===== src/rtl/regpair_file_param.sv =====
// 8085 register-pair file: byte access, address latch, incdec writeback, XCHG.
// Pairs default to BC, DE, HL, WZ, PC, SP at indices 0..5.
module regpair_file_param #(
  parameter int WIDTH  = 8,
  parameter int NPAIRS = 6,
  parameter int SEL_W  = $clog2(NPAIRS),
  parameter int IDX_DE = 1,
  parameter int IDX_HL = 2
) (
  input  logic               clk,
  input  logic               rst,
  input  logic               op_valid,
  input  logic [2:0]         op,
  input  logic [SEL_W-1:0]   sel,
  input  logic               dec,
  input  logic [WIDTH-1:0]   data_in,
  output logic               op_ready,
  output logic [WIDTH-1:0]   data_out,
  output logic               data_oe,
  output logic [2*WIDTH-1:0] addr_out,
  output logic               err
);

  localparam int PW = 2 * WIDTH;
  localparam logic [SEL_W-1:0] DE = SEL_W'(IDX_DE);
  localparam logic [SEL_W-1:0] HL = SEL_W'(IDX_HL);

  typedef enum logic [2:0] {
    OP_NOP,
    OP_WR_LO,
    OP_WR_HI,
    OP_RD_LO,
    OP_RD_HI,
    OP_LD_ADDR,
    OP_INCDEC,
    OP_XCHG
  } op_e;

  typedef enum logic {
    S_IDLE,
    S_WB
  } state_e;

  state_e           state_q;
  state_e           state_d;
  op_e              cmd;
  logic             accept;
  logic             sel_ok;
  logic [PW-1:0]    sel_val;
  logic [PW-1:0]    pair_q [NPAIRS];
  logic [PW-1:0]    addr_q;
  logic [PW-1:0]    incdec_q;
  logic [SEL_W-1:0] wb_sel_q;

  assign cmd      = op_e'(op);
  assign op_ready = (state_q == S_IDLE);
  assign accept   = op_valid && op_ready;
  assign sel_ok   = (32'(sel) < NPAIRS);
  assign addr_out = addr_q;

  always_comb begin
    sel_val = '0;
    if (sel_ok) sel_val = pair_q[sel];
  end

  always_ff @(posedge clk or negedge rst) begin
    if (!rst) state_q <= S_IDLE;
    else      state_q <= state_d;
  end

  always_comb begin
    state_d = state_q;
    unique case (state_q)
      S_IDLE: begin
        if (accept && cmd == OP_INCDEC && sel_ok)
          state_d = S_WB;
      end
      S_WB:    state_d = S_IDLE;
      default: state_d = S_IDLE;
    endcase
  end

  // Bad sel squashes ops 1-6; XCHG ignores sel
  always_ff @(posedge clk or negedge rst) begin
    if (!rst) begin
      for (int i = 0; i < NPAIRS; i++)
        pair_q[i] <= '0;
      addr_q   <= '0;
      incdec_q <= '0;
      wb_sel_q <= '0;
      data_out <= '0;
      data_oe  <= 1'b0;
      err      <= 1'b0;
    end else begin
      data_oe <= 1'b0;
      err     <= 1'b0;
      if (state_q == S_WB)
        pair_q[wb_sel_q] <= incdec_q;
      if (accept) begin
        unique case (cmd)
          OP_WR_LO: begin
            if (sel_ok) pair_q[sel][WIDTH-1:0] <= data_in;
          end
          OP_WR_HI: begin
            if (sel_ok) pair_q[sel][PW-1:WIDTH] <= data_in;
          end
          OP_RD_LO: begin
            if (sel_ok) begin
              data_out <= sel_val[WIDTH-1:0];
              data_oe  <= 1'b1;
            end
          end
          OP_RD_HI: begin
            if (sel_ok) begin
              data_out <= sel_val[PW-1:WIDTH];
              data_oe  <= 1'b1;
            end
          end
          OP_LD_ADDR: begin
            if (sel_ok) addr_q <= sel_val;
          end
          OP_INCDEC: begin
            if (sel_ok) begin
              addr_q   <= sel_val;
              wb_sel_q <= sel;
              incdec_q <= dec ? sel_val - PW'(1)
                              : sel_val + PW'(1);
            end
          end
          OP_XCHG: begin
            pair_q[DE] <= pair_q[HL];
            pair_q[HL] <= pair_q[DE];
          end
          default: ;
        endcase
        if (!sel_ok && cmd != OP_NOP && cmd != OP_XCHG)
          err <= 1'b1;
      end
    end
  end

endmodule

===== config.mk =====
export PLATFORM = sky130hd
export DESIGN_NAME = regpair_file_param
export DESIGN_NICKNAME = d
export VERILOG_FILES = /design/src/rtl/regpair_file_param.sv
export SDC_FILE = /design/constraint.sdc
export NUM_CORES = 1
export LEC_CHECK = 0
export ABC_AREA = 1
export CORE_MARGIN = 5
export CORE_UTILIZATION = 44
export CTS_CLUSTER_SIZE = 14
export DETAILED_ROUTE_END_ITERATION = 16
export GPL_TIMING_DRIVEN = 0
export SYNTH_ARGS = -nofsm -noshare
export SYNTH_HDL_FRONTEND = slang
export SYNTH_SLANG_ARGS = --single-unit

===== constraint.sdc =====
create_clock -name clk -period 2.35 [get_ports clk]
set_clock_uncertainty 0.1 [all_clocks]
set_input_delay 0.3525 -clock clk [delete_from_list [all_inputs] [get_ports clk]]
set_output_delay 0.3525 -clock clk [all_outputs]
set_load 0.01 [all_outputs]

# After elaboration in Yosys (flattened, before gate mapping)
# Index checks and enable logic that the tools add are counted.
# word_totals
reg_bits	142
wordCells	79
# classes
n_addsub	2
order_cmp	5
eq_ne	10
muxes	31
bitwise	3
n_reduce_logical	15
# ops
op	n
96-bit two-way mux	4
96-bit bitwise mux	3
16-bit demux with 3-bit select	3
16-bit two-way mux	6
32-bit case mux with 3 select lines	1
48-bit case mux with 2 select lines	1
16-bit binary-select mux with 3-bit select	1
16-bit case mux with 2 select lines	1
8-bit two-way mux	3
16-bit by 1-bit adder with 16-bit output (second input constant)	1
8-bit case mux with 2 select lines	1
16-bit by 1-bit subtractor with 16-bit output (second input constant)	1
3-bit == test (second input constant)	4
4-bit >= comparator (second input constant)	2
4-bit by 1-bit less-than comparator with 1-bit output (second input constant)	2
3-bit NOT with 4-bit output	2
1-bit logical AND	7
3-bit by 2-bit == test with 1-bit output (second input constant)	2
1-bit two-way mux	6
3-bit AND reduction	2
2-bit inequality test (second input constant)	2
4-bit AND reduction	1
2-bit OR reduction	2
3-bit by 1-bit == test with 1-bit output (second input constant)	1
7 further kinds	7

# Logic depth before layout (Yosys ltp)
# depth
depth_word	11
mapped_depth	20
ltp_nobuf	19

# Least setup slack after synthesis
# No wires, ideal clock.
# synth_path
path_kind	input to register
start	in sel[0]
end	reg incdec_q[12]
setup_ps	83
t_arrival_ps	2482
required_ps	2167
setup_slack_ps	-315
stages	18
path_buffers	2
cell_sequence	buf_4 -> inv_4 -> nor3_4 -> buf_2 -> a22oi_1 -> o2111ai_1 -> ha_1 -> a21oi_1 -> o21ai_0 -> a21oi_1 -> inv_1 -> nand2_1 -> nand2_1 -> nand2_1 -> nand2_1 -> nand2_1 -> nand2_1 -> o21ai_0
# synth_between
elab_chain_len	7
# synth_rtl
item	line	source
from (decl)	14	input logic [SEL_W-1:0] sel,
3-bit NOT with 4-bit output (not written as such)	63	if (sel_ok) sel_val = pair_q[sel];
16-bit binary-select mux with 3-bit select	63	
16-bit two-way mux (not written as such) (2 in series)	63	
16-bit two-way mux (*)	63	
via sel_val[3]	49	logic [PW-1:0] sel_val;
16-bit by 1-bit adder with 16-bit output / 16-bit by 1-bit subtractor with 16-bit output (equally long branches)	127, 126	
16-bit two-way mux (*)	126	incdec_q <= dec ? sel_val - PW'(1)
to (signal assigned)	126	
to (decl)	52	logic [PW-1:0] incdec_q;
# Mark *: on every way through the listed nets, which the timed path passes. The rest lies on a longest branch. The select of a mux whose other input is x is not followed.
# A chain may end at the register's enable or synchronous reset.

# Final worst setup path
# layout_path
start	reg pair_q[51] (netlist bit)
end	reg incdec_q[13]
# layout_between
elab_chain_len	6
# layout_rtl
item	line	source
from (decl)	50	logic [PW-1:0] pair_q [NPAIRS];
from (signal, indexed assignment)	98	pair_q[wb_sel_q] <= incdec_q;
from (signal, indexed assignment)	102	if (sel_ok) pair_q[sel][WIDTH-1:0] <= data_in;
from (signal, indexed assignment)	105	if (sel_ok) pair_q[sel][PW-1:WIDTH] <= data_in;
16-bit binary-select mux with 3-bit select (*)	63	
16-bit two-way mux (not written as such) (*) (2 in series)	63	
16-bit two-way mux (*)	63	
via sel_val[3]	49	
16-bit by 1-bit adder with 16-bit output / 16-bit by 1-bit subtractor with 16-bit output (equally long branches)	127, 126	
16-bit two-way mux (*)	126	
# Marks and branches as above.

==> flow_summary.ini <==
[status]
status = finished, violations left
violations = negative setup slack

[global_routing]
grt_pass1_vias = 8020
grt_overflow_total = 0
grt_usage_pct = 28.9
antenna_found_initial = 0
grt_pass1_wl_um = 48300
grt_max_degree = 86

[sta]
rsz0062_at_grt = yes
maxSlewHeadroom_pct = 48.3
fmaxAchievable_mhz = 406
drv_slew = 0
hold_violations = 0
period_minus_slack_ns = 2.46
finalSetupViolations = 7
finalCritPeriodShare_pct = 105
tightest_slew_ns = 0.775
setup_ws_ns = -0.112

[critical_path]
arrival_ns = 2.66
end_kind = flop
cp_max_fo = 4
setup.worst_path.start_class = flop
ff2ff_setup_slack_ns = -0.11
path_class = flop to flop
critical_path_required_ns = 2.54

[routing]
wire_per_inst_um = 21.5
vias = 8756
drc = 0
drt-pass1-iter-count = 6
routed_wl_um = 31800
ant_nets = 0
drtIter0Drc = 991
viasPerCell = 5.92

[clocking]
cts_root_buf = clkbuf_16
insertion_delay_ns = 0.43
cts_tree = yes
cts_made_buffers = 17
cts.clk_slew.worst_paths_ns = 0.06
clockBufferDepth = 2
htree_num_levels = 4
cts.sinks = 142

[pwr]
ir_drop_uv = 533
total_leakage_power_nw = 4.82
finalPower_mw = 9.28
p_per_area_mw_per_mm2 = 874

[yosys]
yosys.area.top_type = dfrtp_1
synthFlopType = dfrtp_1
syn_inst = 1121
syn_area_per_cell_um2 = 7.49
synthXorXnorAreaFrac_pct = 0.834
syn_nets = 1154
synth_compound_area_share_pct = 22.9
netlist_area_mm2 = 0.00840
synth_top_family_by_area = simple AND/OR/NAND/NOR gates
ys_async_sr_fraction_pct = 100
ys_seq_area_share_pct = 42.3
synth-seq-cells = 142
synthAdderAreaFrac_pct = 2.32
synth_edf_count = 0
yosysWarnings = 0
synthMuxAreaShare_pct = 0
yosysTopAreaCellShare_pct = 42.3
synth_cell_types = 49
synth-simple-area-share_pct = 23.8
synth.area.top_cells = dfrtp_1 (42%), nand2_1 (16%), o21ai_0 (11%)

[final_layout]
layout-drive-gt1-share_pct = 16.2
num_antenna_cells = 0
area_growth_pct = 26.4
num-nets-final = 1264
fill_cells = 1775
utilization_pct = 56.6

[floorplan]
io_pins = 45
core-area_mm2 = 0.0188
die_x_um = 148
num_rows = 50
start_util_pct = 44.8
dieArea_mm2 = 0.0220
die_h_um = 148

[hold_path]
hp-class = input port to flop

[placement]
dp_slack_ns = -1.53
gp_congestion = 0.969
hpwl_um = 22700
portBuffers = 42

[job]
cap_violations = 0
worst max-delay path: stages (launching register included):
cell       delay (ns)
dfrtp_2          0.44
a22oi_2          0.26
o2111ai_4        0.22
ha_4             0.35
nand2_1          0.11
inv_2            0.09
nand2_1          0.09
o21ai_4          0.25
nand3_2          0.11
nand2_1          0.09
nand2_1          0.05
nand3_1          0.07
o21ai_0          0.08
layer usage:
| metal | routed length, um | GRT usage, % |
|---|---|---|
| met3 | 2950 | 5.21 |
| met1 | 14100 | 43.5 |
| met2 | 13800 | 42.3 |
| met4 | 969 | 8.64 |
| met5 | 0 | 0 |
repair_timing:
action	in CTS	in global routing
setup endpoints to repair	15	12
gates resized for setup	48	27
hold buffers	1	0
gates cloned	1	0
hold endpoints to repair	57	0
setup buffers	35	11
pin swaps	34	16
area by class of cell:
class                   count  area [um2]  area share, %
inverters                  99         399           3.76
clock buffers              19         443           4.17
flip-flops and latches    142        3550           33.5
plain buffers              54         334           3.15
clock inverters            13         189           1.78
repair buffers             91         843           7.94
well taps                 234         293           2.76
multi-input cells         826        4560           43.0
path summary, 6_finish.rpt:
path	from	end	depth (start not counted)
max in group asynchronous	rst	pair_q[57]	3
max reg2reg	pair_q[51]	incdec_q[13]	12
min reg2reg	addr_out[3]	addr_out[3]	2
min	sel[2]	wb_sel_q[2]	3
min in group asynchronous	rst	pair_q[23]	2
max	pair_q[51]	incdec_q[13]	12
layout by cell type (no fill, tap or decap), drive strengths merged, types with 3 or more instances in the layout:
master and count:
clkinvlp 5, nand4 13, o21ai 204, inv 100
clkdlybuf4s50 39, nor2 68, o211ai 13, ha 14
buf 74, nor3 5, xnor2 7, nand2 366
bufinv 4, o22ai 21, a21oi 16, nand3 21
o221ai 4, o32ai 8, clkbuf 48, a31oi 10
a22oi 34, dfrtp 142, a22o 8, a21o 3
o2111ai 3, clkinv 3
stage by stage:
step / area [um2] / cells / setup TNS [ns] / hold slack [ns]
after global routing: 10600 / 1478 / -1.20 / 0.106
after floorplan: 8520 / 1121 / -0.257 / -0.0431
after CTS: 10400 / 1467 / -0.000104 / 0.0895
after global placement: 9230 / 1397 / -794.29 / 0.365
final: 10600 / 1478 / -0.390 / 0.0998
after detailed placement: 9260 / 1398 / -38.64 / 0.284
cell families after synthesis:
| kind of cell | Yosys count |
|---|---|
| AND/OR/NAND/NOR | 476 |
| AO/OA/AOI/OAI | 327 |
| buffers and inverters | 153 |
| flip-flops | 142 |
| adder cells (fa/ha/maj) | 15 |
| XOR/XNOR | 8 |
report_power, final:
| group | switching (mW) | leakage [nW] | total, mW | internal (mW) |
|---|---|---|---|---|
| Clock | 1.12 | 0.292 | 2.93 | 1.81 |
| Combinational | 1.69 | 2.67 | 2.86 | 1.17 |
| Sequential | 0.438 | 1.86 | 3.48 | 3.04 |
| Total | 3.25 | 4.82 | 9.28 | 6.03 |
cell usage after synthesis, types with 9 or more instances:
cell type,number
a31oi_1,9
o21ai_0,177
a21oi_1,14
o211ai_1,13
ha_1,14
o22ai_1,21
dfrtp_1,142
buf_2,14
nand3_1,20
clkbuf_1,29
nand2_1,361
inv_2,12
nor2_1,57
nand4_1,12
o21ai_1,26
inv_1,84
a22oi_1,34
registers in the layout (all words and copies together) (netlist names):
| register | count |
|---|---|
| addr_out | 16 |
| data_oe | 1 |
| data_out | 8 |
| err | 1 |
| incdec_q | 16 |
| pair_q | 96 |
| state_q | 1 |
| wb_sel_q | 3 |
Note: power is estimated with default switching activity, not from simulation.
